--- src/rtl/axis_burst_packer_if.sv ---
// AXI-S bundle around the sample packer: narrow sample input and wide packed-word output.
// The master view belongs to the packer; the slave view belongs to the source and sink.
interface axis_burst_packer_if #(
  parameter int IN_WIDTH = 16,
  parameter int RATIO    = 4
);
  logic [IN_WIDTH-1:0]       s_rx_tdata;
  logic                      s_rx_tvalid;
  logic                      s_rx_tready;
  logic [IN_WIDTH*RATIO-1:0] m_tx_tdata;
  logic                      m_tx_tvalid;
  logic                      m_tx_tready;
  logic                      m_tx_tlast;
  logic [RATIO-1:0]          m_tx_tkeep;

  modport master (
    input  s_rx_tdata, s_rx_tvalid, m_tx_tready,
    output s_rx_tready, m_tx_tdata, m_tx_tvalid, m_tx_tlast, m_tx_tkeep
  );

  modport slave (
    output s_rx_tdata, s_rx_tvalid, m_tx_tready,
    input  s_rx_tready, m_tx_tdata, m_tx_tvalid, m_tx_tlast, m_tx_tkeep
  );
endinterface

--- src/rtl/axis_burst_packer.sv ---
// Packs RATIO narrow samples into one wide word, frames words into bursts with tlast.
// The word is on m_tx one cycle after its last sample; input stalls only on a full stalled word or pending flush.
module axis_burst_packer #(
  parameter int IN_WIDTH   = 16,
  parameter int RATIO      = 4,
  parameter int OUT_WIDTH  = IN_WIDTH * RATIO,
  parameter int BURST_BITS = 8
) (
  input  logic                  clk,
  input  logic                  rst,
  input  logic [BURST_BITS-1:0] cfg_burst_words,
  input  logic                  flush,
  axis_burst_packer_if.master   bus
);
  localparam int LW = (RATIO > 1) ? $clog2(RATIO) : 1;
  localparam int CW = LW + 1;
  localparam logic [LW-1:0] LAST_LANE = LW'(RATIO - 1);

  typedef enum logic [0:0] {ST_RUN, ST_FLUSH_PEND} state_t;

  state_t                         state_q, state_d;
  logic [LW-1:0]                  lane_q, lane_d;
  logic [RATIO-1:0][IN_WIDTH-1:0] acc_q, acc_d;
  logic [BURST_BITS-1:0]          bcnt_q, bcnt_d;
  logic [BURST_BITS-1:0]          blim_q, blim_d;
  logic [OUT_WIDTH-1:0]           out_data_q, out_data_d;
  logic                           out_vld_q, out_vld_d;
  logic                           out_last_q, out_last_d;
  logic [RATIO-1:0]               out_keep_q, out_keep_d;

  logic                           rx_rdy;
  logic                           accept;
  logic                           load_ok;
  logic                           word_last;
  logic [CW-1:0]                  fill_cnt;
  logic [BURST_BITS-1:0]          lim_eff;
  logic [RATIO-1:0][IN_WIDTH-1:0] word;
  logic [RATIO-1:0]               word_keep;

  // Only the completing beat needs the output register, so earlier lanes keep flowing during a stall.
  assign rx_rdy    = !rst && (state_q == ST_RUN) &&
                     !((lane_q == LAST_LANE) && out_vld_q && !bus.m_tx_tready);
  assign accept    = bus.s_rx_tvalid && rx_rdy;
  assign load_ok   = !out_vld_q || bus.m_tx_tready;
  assign fill_cnt  = {1'b0, lane_q} + CW'(accept);
  assign lim_eff   = (bcnt_q == '0) ? cfg_burst_words : blim_q;
  assign word_last = (bcnt_q == lim_eff);

  // Word as it would leave this cycle: filled lanes (including this cycle's beat), rest zeroed.
  always_comb begin
    word      = '0;
    word_keep = '0;
    for (int i = 0; i < RATIO; i++) begin
      if (CW'(i) < fill_cnt) begin
        word_keep[i] = 1'b1;
        word[i]      = (accept && (lane_q == LW'(i))) ? bus.s_rx_tdata : acc_q[i];
      end
    end
  end

  always_comb begin
    state_d    = state_q;
    lane_d     = lane_q;
    acc_d      = acc_q;
    bcnt_d     = bcnt_q;
    blim_d     = blim_q;
    out_data_d = out_data_q;
    out_vld_d  = out_vld_q;
    out_last_d = out_last_q;
    out_keep_d = out_keep_q;

    if (out_vld_q && bus.m_tx_tready) begin
      out_vld_d = 1'b0;
    end

    if (accept) begin
      acc_d[lane_q] = bus.s_rx_tdata;
      lane_d        = lane_q + 1'b1;
    end

    case (state_q)
      ST_RUN: begin
        if (flush) begin
          if (fill_cnt != '0) begin
            if (load_ok) begin
              out_data_d = word;
              out_keep_d = word_keep;
              out_last_d = 1'b1;
              out_vld_d  = 1'b1;
              bcnt_d     = '0;
              lane_d     = '0;
            end else begin
              state_d = ST_FLUSH_PEND;
            end
          end else if (out_vld_q && !bus.m_tx_tready) begin
            // Nothing to pack: close the burst on the word already waiting.
            out_last_d = 1'b1;
            bcnt_d     = '0;
          end
        end else if (accept && (lane_q == LAST_LANE)) begin
          out_data_d = word;
          out_keep_d = word_keep;
          out_last_d = word_last;
          out_vld_d  = 1'b1;
          if (bcnt_q == '0) begin
            blim_d = cfg_burst_words;
          end
          bcnt_d = word_last ? '0 : bcnt_q + 1'b1;
        end
      end
      ST_FLUSH_PEND: begin
        if (load_ok) begin
          out_data_d = word;
          out_keep_d = word_keep;
          out_last_d = 1'b1;
          out_vld_d  = 1'b1;
          bcnt_d     = '0;
          lane_d     = '0;
          state_d    = ST_RUN;
        end
      end
      default: state_d = ST_RUN;
    endcase
  end

  always_ff @(posedge clk) begin
    if (rst) begin
      state_q    <= ST_RUN;
      lane_q     <= '0;
      acc_q      <= '0;
      bcnt_q     <= '0;
      blim_q     <= '0;
      out_data_q <= '0;
      out_vld_q  <= 1'b0;
      out_last_q <= 1'b0;
      out_keep_q <= '0;
    end else begin
      state_q    <= state_d;
      lane_q     <= lane_d;
      acc_q      <= acc_d;
      bcnt_q     <= bcnt_d;
      blim_q     <= blim_d;
      out_data_q <= out_data_d;
      out_vld_q  <= out_vld_d;
      out_last_q <= out_last_d;
      out_keep_q <= out_keep_d;
    end
  end

  assign bus.s_rx_tready = rx_rdy;
  assign bus.m_tx_tdata  = out_data_q;
  assign bus.m_tx_tvalid = out_vld_q;
  assign bus.m_tx_tlast  = out_last_q;
  assign bus.m_tx_tkeep  = out_keep_q;
endmodule
--- src/flat_wrapper.sv ---
// flat-port wrapper written by rule: the top's interface ports become plain ports
module axis_burst_packer_flat 
#(
  parameter int IN_WIDTH   = 16,
  parameter int RATIO      = 4,
  parameter int OUT_WIDTH  = IN_WIDTH * RATIO,
  parameter int BURST_BITS = 8
)
  (clk, rst, cfg_burst_words, flush, bus_s_rx_tdata, bus_s_rx_tvalid, bus_m_tx_tready, bus_s_rx_tready, bus_m_tx_tdata, bus_m_tx_tvalid, bus_m_tx_tlast, bus_m_tx_tkeep);
  axis_burst_packer_if #(.IN_WIDTH(IN_WIDTH), .RATIO(RATIO)) bus_i ();
  input  logic clk;
  input  logic rst;
  input  logic [BURST_BITS-1:0] cfg_burst_words;
  input  logic flush;
  input wire logic [$bits(bus_i.s_rx_tdata)-1:0] bus_s_rx_tdata;
  input wire logic [$bits(bus_i.s_rx_tvalid)-1:0] bus_s_rx_tvalid;
  input wire logic [$bits(bus_i.m_tx_tready)-1:0] bus_m_tx_tready;
  output wire logic [$bits(bus_i.s_rx_tready)-1:0] bus_s_rx_tready;
  output wire logic [$bits(bus_i.m_tx_tdata)-1:0] bus_m_tx_tdata;
  output wire logic [$bits(bus_i.m_tx_tvalid)-1:0] bus_m_tx_tvalid;
  output wire logic [$bits(bus_i.m_tx_tlast)-1:0] bus_m_tx_tlast;
  output wire logic [$bits(bus_i.m_tx_tkeep)-1:0] bus_m_tx_tkeep;
  assign bus_i.s_rx_tdata = bus_s_rx_tdata;
  assign bus_i.s_rx_tvalid = bus_s_rx_tvalid;
  assign bus_i.m_tx_tready = bus_m_tx_tready;
  assign bus_s_rx_tready = bus_i.s_rx_tready;
  assign bus_m_tx_tdata = bus_i.m_tx_tdata;
  assign bus_m_tx_tvalid = bus_i.m_tx_tvalid;
  assign bus_m_tx_tlast = bus_i.m_tx_tlast;
  assign bus_m_tx_tkeep = bus_i.m_tx_tkeep;
  axis_burst_packer #(.IN_WIDTH(IN_WIDTH), .RATIO(RATIO), .OUT_WIDTH(OUT_WIDTH), .BURST_BITS(BURST_BITS)) u_core (.clk(clk), .rst(rst), .cfg_burst_words(cfg_burst_words), .flush(flush), .bus(bus_i));
endmodule
--- config.mk ---
export PLATFORM = sky130hd
export DESIGN_NAME = axis_burst_packer_flat
export DESIGN_NICKNAME = d
export VERILOG_FILES = /design/src/rtl/axis_burst_packer_if.sv /design/src/rtl/axis_burst_packer.sv /design/src/flat_wrapper.sv
export SDC_FILE = /design/constraint.sdc
export NUM_CORES = 1
export LEC_CHECK = 0
export ABC_AREA = 0
export CORE_MARGIN = 1.5
export CORE_UTILIZATION = 40
export CTS_CLUSTER_DIAMETER = 80
export CTS_CLUSTER_SIZE = 16
export DETAILED_ROUTE_END_ITERATION = 8
export PLACE_DENSITY = 0.69
export SLEW_MARGIN = 10
export SYNTH_ARGS = -nofsm -noshare
export SYNTH_HDL_FRONTEND = slang
export SYNTH_SLANG_ARGS = --single-unit
--- constraint.sdc ---
create_clock -name clk -period 3.9 [get_ports clk]
set_input_delay 0.39 -clock clk [delete_from_list [all_inputs] [get_ports clk]]
set_output_delay 0.39 -clock clk [all_outputs]
set_load 0.01 [all_outputs]
# After elaboration in Yosys (flattened, before gate mapping)
# Cells that the tools add are included.
totals:
  regBits: 153
  in_bits: 29
  out_inout_bits: 71
  word_cells: 107
classes:
  add_sub_neg: 3
  magnitude_cmp: 6
  eq_ne: 7
  n_mux: 54
  bitwise_logic: 2
  n_reduce_logical: 23
ops:
  columns: ["op", "count"]
  rows:
  - ["64-bit two-way mux", 4]
  - ["16-bit two-way mux", 9]
  - ["64-bit one-hot mux with 2 select lines", 1]
  - ["64-bit bitwise mux", 1]
  - ["8-bit two-way mux", 7]
  - ["16-bit demux with 2-bit select", 1]
  - ["1-bit two-way mux", 17]
  - ["4-bit two-way mux", 4]
  - ["8-bit one-hot mux with 2 select lines", 1]
  - ["1-bit logical AND", 12]
  - ["8-bit by 1-bit adder with 8-bit output, second input constant", 1]
  - ["8-bit equality test", 1]
  - ["8-bit zero test", 1]
  - ["2-bit two-way mux", 4]
  - ["4-bit one-hot mux with 2 select lines", 1]
  - ["1-bit by 3-bit < comparator with 1-bit output, first input constant", 2]
  - ["2-bit by 3-bit < comparator with 1-bit output, first input constant", 2]
  - ["3-bit != test, second input constant", 2]
  - ["1-bit one-hot mux with 2 select lines", 3]
  - ["2-bit equality test, second input constant", 2]
  - ["1-bit zero test", 4]
  - ["4-bit != test, second input constant", 1]
  - ["2-bit one-hot mux with 2 select lines", 1]
  - ["2-bit AND reduction", 2]
  - ["10 further kinds", 11]

# Logic depth before layout (Yosys ltp)
logic_depth:
  word_depth: 13
  ltp_mapped: 17
  depth_no_buf: 13

# Least setup slack after synthesis
# No wires, ideal clock.
synth_path:
  path_type: "input to register"
  start: "input rst"
  end: "register u_core.out_data_q[49], in the netlist u_core.bus.m_tx_tdata[49]"
  setup_time_ns: 0.117
  t_arrival_ns: 3.331
  required_time_ns: 3.783
  slack_ns: 0.452
  cell_stages: 16
  n_path_buf: 4
  cell_sequence: "buf_2 -> nor2_1 -> a21boi_2 -> and2_1 -> clkbuf_1 -> ha_1 -> inv_1 -> ha_1 -> or3_1 -> a21oi_1 -> nor2_1 -> nor2_2 -> nor2b_1 -> clkbuf_1 -> buf_2 -> a22o_1"
synth_via:
  elab_chain_len: 11
  elab_cells_between_ends: 18
  classes_between: "add/sub (1); order compare (1); eq/ne (2); mux (7); reduce/logical (7)"
synth_lines:
  columns: ["item", "line", "rtl"]
  rows:
  - ["start, declared", "flat_wrapper.sv:12", "input logic rst;"]
  - ["1-bit zero test (*)", "axis_burst_packer.sv:41", "assign rx_rdy = !rst && (state_q == ST_RUN) &&"]
  - ["1-bit logical AND (*) (2 in a row)", "axis_burst_packer.sv:41", null]
  - ["named net bus_s_rx_tready", "flat_wrapper.sv:18", "output wire logic [$bits(bus_i.s_rx_tready)-1:0] bus_s_rx_tready;"]
  - ["1-bit logical AND (*)", "axis_burst_packer.sv:43", "assign accept = bus.s_rx_tvalid && rx_rdy;"]
  - ["2-bit by 1-bit adder with 3-bit output / 1-bit logical AND (equally long branches)", "axis_burst_packer.sv:45, axis_burst_packer.sv:56, axis_burst_packer.sv:100", null]
  - ["2-bit by 3-bit < comparator with 1-bit output / 16-bit two-way mux (equally long branches)", "axis_burst_packer.sv:54, axis_burst_packer.sv:56", null]
  - ["16-bit two-way mux", "axis_burst_packer.sv:54", "if (CW'(i) < fill_cnt) begin"]
  - ["64-bit two-way mux", "axis_burst_packer.sv:85, axis_burst_packer.sv:112", null]
  - ["64-bit two-way mux", "axis_burst_packer.sv:84", "if (fill_cnt != '0) begin"]
  - ["64-bit two-way mux", "axis_burst_packer.sv:83", "if (flush) begin"]
  - ["64-bit one-hot mux with 2 select lines", "axis_burst_packer.sv:81", "case (state_q)"]
  - ["end signal, assigned", "axis_burst_packer.sv:143", "out_data_q <= out_data_d;"]
  - ["end, declared", "axis_burst_packer.sv:26", "logic [OUT_WIDTH-1:0] out_data_q, out_data_d;"]
# The timed path passes the listed nets; every way through them passes the cells marked *. The select of a mux whose other input is x is not followed.
# A chain may end at the register's enable or synchronous reset.

# Worst setup path after layout
layout_path:
  start: "register u_core.state_q"
  end: "register u_core.out_data_q[29], in the netlist u_core.bus.m_tx_tdata[29]"
layout_via:
  elab_chain_len: 11
  elab_cells_between_ends: 19
  classes_between: "add/sub (1); order compare (1); eq/ne (2); mux (7); bitwise (1); reduce/logical (7)"
layout_lines:
  columns: ["item", "line", "rtl"]
  rows:
  - ["start, declared", "axis_burst_packer.sv:21", "state_t state_q, state_d;"]
  - ["start signal, assigned", "axis_burst_packer.sv:138", "state_q <= state_d;"]
  - ["1-bit NOT (no line)", null, null]
  - ["1-bit logical AND (2 in a row)", "axis_burst_packer.sv:41", null]
  - ["1-bit logical AND", "axis_burst_packer.sv:43", null]
  - ["2-bit by 1-bit adder with 3-bit output / 1-bit logical AND (equally long branches)", "axis_burst_packer.sv:45, axis_burst_packer.sv:56", null]
  - ["1-bit by 3-bit < comparator with 1-bit output / 16-bit two-way mux (equally long branches)", "axis_burst_packer.sv:54, axis_burst_packer.sv:56", null]
  - ["16-bit two-way mux", "axis_burst_packer.sv:54", null]
  - ["64-bit two-way mux", "axis_burst_packer.sv:85, axis_burst_packer.sv:112", null]
  - ["64-bit two-way mux", "axis_burst_packer.sv:84", null]
  - ["64-bit two-way mux", "axis_burst_packer.sv:83", null]
  - ["64-bit one-hot mux with 2 select lines", "axis_burst_packer.sv:81", null]
# Several ways; a longest one is shown, not always the timed one. The select of a mux whose other input is x is not followed.

==> key figures <==
Clocking
  • Clock Latency Late Sink: 0.42 ns
  • CTS tree: yes
  • Clock-pin slew on the worst setup and hold paths: 0.06 ns
  • Total CTS buffers: 17
  • Post-CTS Resized: 0
  • CTS H-tree depth: 4
  • Hold buffers post-CTS: 0
  • CTS Root Cell: clkbuf_16
  • Postcts setup bufs: 0
  • CTS max path bufs: 2
  • Clock Sink Count: 153

Route
  • Vias: 4507
  • Detailed Route WL: 14.5 mm
  • Routed vias/inst: 5.27
  • Final ANT Viol Nets: 0
  • WL/cell: 16.9 um
  • Number of DRC markers in iteration 0: 354
  • DRC: 0
  • Detailed Routing Iterations Pass 1: 5

Yosys
  • YS warnings: 0
  • Post-synth top flop: dfxtp_1
  • Yosys cell types: 43
  • Dominant cells by area after synthesis: dfxtp_1 (56%), a22o_1 (10%), nand2_1 (7.4%), a21oi_1 (5.0%), mux2i_1 (4.7%)
  • Share of synthesized area occupied by flip-flops and latches: 55.5%
  • EDFF count, synth: 0
  • Synthesized area: 5520 um^2
  • Post-Syn Nets: 611
  • Yosys reg bits: 153
  • Post-synth ARST share: 0%
  • Top-count cell post-synth: dfxtp_1
  • Syn_area_per_cell: 9.63 um^2
  • Most frequent cells after synthesis: dfxtp_1 (153), nand2_1 (109), a22o_1 (66), a21oi_1 (55), nor2_1 (41)
  • Post-Syn Instances: 573
  • Yosys top cell by area: dfxtp_1
  • Post-synth top area share: 55.5%

Timing
  • Tmin final: 3.32 ns
  • Final worst-path cycle share: 85.1%
  • Slew @ Worst Pin: 1.16 ns
  • Slew Viols, Final: 0
  • TNS Setup: 0 ns
  • Max Fclk: 301 MHz
  • Relative slew slack: 22.4%
  • Hold violation count in the final report: 0
  • Clock skew: 0.0113 ns
  • RSZ-0062 raised after global routing: no
  • Setup violations, final: 0

Run
  • Max cap viols: 0

Worst setup path
  • CP peak stage delay: 0.88 ns
  • Setup crit start kind: flop
  • CP max FO: 17
  • Crit path DAT: 3.68 ns
  • CP Class: flop to flop
  • Crit. End Element: flop
  • Slowest cell on crit path: nor2_1
  • Most used cell, CP: nor2_1
  • Crit path required time: 4.26 ns
  • CP Cell Sequence: nor2_1, a21boi_2, and2_1, ha_1, inv_1, ha_1, or3_1, a21oi_1, nor2_1, nor2_2, nor2_1, a22o_1

Die
  • Die area: 14500 um^2
  • Core area: 13300 um^2
  • Initial core utilization: 41.3%
  • Die W: 120 um
  • Die height: 120 um
  • # IOs: 100
  • Site row count: 42

Layout
  • ANT cells: 0
  • Layout Area Growth over Synthesis: 32.1%
  • Fin area: 7290 um^2
  • Layout cells sized above 1: 8.25%
  • Filler cells: 1159
  • Nets: 704
  • Util after Layout: 54.6%

Pwr
  • Reg power frac: 45.8%
  • NetSw: 0.773 mW
  • Pint: 2.69 mW
  • Worst vdd ir: 0.000257 V
  • Combinational power share: 4.9%
  • Power per cell area: 475 nW/um^2
  • Lkg Pwr: 2.76 nW
  • Sw Share: 22.3%
  • Clock network fraction of total power: 49.3%

Placed design
  • Routability cong.: 0.909
  • Port buffer count: 99
  • Detailed placement HPWL: 9.62 mm
  • DP Area: 6670 um^2

Global route
  • GRT Total Usage: 20.1%
  • Vias in the first global route: 4350
  • Largest net degree at the start of global routing: 91
  • First-pass GRT wire length: 22.6 mm
  • Total global routing overflow: 0
  • Initial antenna violation count: 0

Outcome
  • Outcome: finished, final reports clean

Worst hold path
  • HP Class: flop to flop
==> state kept, by name, summed over array words and instances (netlist names) <==
| name | count |
|---|---|
| u_core.bus.m_tx_tkeep | 4 |
| u_core.bcnt_q | 8 |
| u_core.acc_q | 64 |
| u_core.bus.m_tx_tlast | 1 |
| u_core.state_q | 1 |
| u_core.lane_q | 2 |
| u_core.bus.m_tx_tvalid | 1 |
| u_core.bus.m_tx_tdata | 64 |
| u_core.blim_q | 8 |
==> cells in the final DEF (no fill, tap or decap), drive strengths merged, types with 3 or more instances in the layout <==
cell type	Yosys	layout
buf	10	11
nand2	109	109
nor2b	5	5
bufinv	0	3
mux2i	26	26
a31oi	7	7
inv	13	17
a22o	66	66
a21oi	56	56
dfxtp	153	153
clkinv	0	4
nor3	10	10
and3	4	4
clkdlybuf4s50	0	98
nor2	43	43
ha	9	9
nand3	10	10
clkbuf	25	19
o22ai	3	3
==> layer usage <==
layer  wire length (um)  global-route usage [%]  vias up
met4                218                    6.25        0
met3                832                    5.33       19
met5                  0                       0        -
met2               6920                    32.2      134
li1                   -                       -     2183
met1               6500                    26.7     2171
==> metrics by stage <==
step / instances / worst slack [ns] / hold slack (ns) / total power [mW]
after CTS: 855 / 0.598 / 0.463 / 3.47
after floorplan: 573 / 0.452 / 0.440 / 1.70
after detailed placement: 823 / 0.231 / 0.455 / 1.79
final: 855 / 0.582 / 0.463 / 3.46
after global placement: 823 / 0.342 / 0.447 / 1.78
after global routing: 855 / 0.267 / 0.479 / 3.57
==> path summary, 6_finish.rpt <==
check                        from                   endpoint  slack, ns  cells after the start
setup / recovery   u_core.state_q  u_core.bus.m_tx_tdata[29]       0.58                     12
hold / removal    u_core.acc_q[3]            u_core.acc_q[3]       0.46                      2
setup reg to reg   u_core.state_q  u_core.bus.m_tx_tdata[29]       0.58                     12
hold reg to reg   u_core.acc_q[3]            u_core.acc_q[3]       0.46                      2
==> layout make-up <==
type | instances | area, um^2 | area share (%)
Clock buffer | 19 | 453 | 6.22
Sequential cell | 153 | 3060 | 42.0
Multi-Input combinational cell | 372 | 2260 | 31.1
Tap cell | 176 | 220 | 3.02
Inverter | 13 | 48.8 | 0.670
Clock inverter | 13 | 164 | 2.25
Timing Repair Buffer | 109 | 1070 | 14.7
==> worst max-delay path, delay by kind of cell (launching register included) <==
kind                       cells  cell delay [ns]
AOI/OAI and AO/OA              3             0.61
adders and majority gates      2             0.48
buffers and inverters          1             0.05
DFF                            1             0.40
and+or+nand+nor                6             1.72
==> cell families after synthesis <==
logic type                 after synthesis  synth area share [%]
muxes                                   28                  5.13
adders and majority gates                9                  2.04
DFF                                    153                  55.5
buffers and inverters                   48                  3.56
and+or+nand+nor                        190                  14.9
xor gates and xnor gates                 2                 0.318
AOI/OAI and AO/OA                      143                  18.6
==> power by group through the flow <==
stage               Clock, mW  Combinational [mW]  Sequential (mW)
CTS                      1.72               0.169             1.58
global route             1.80               0.183             1.59
global placement            0               0.165             1.62
detailed placement          0               0.168             1.62
floorplan                   0              0.0777             1.62
finish                   1.71               0.170             1.58
(Power assumes the default switching activity.)
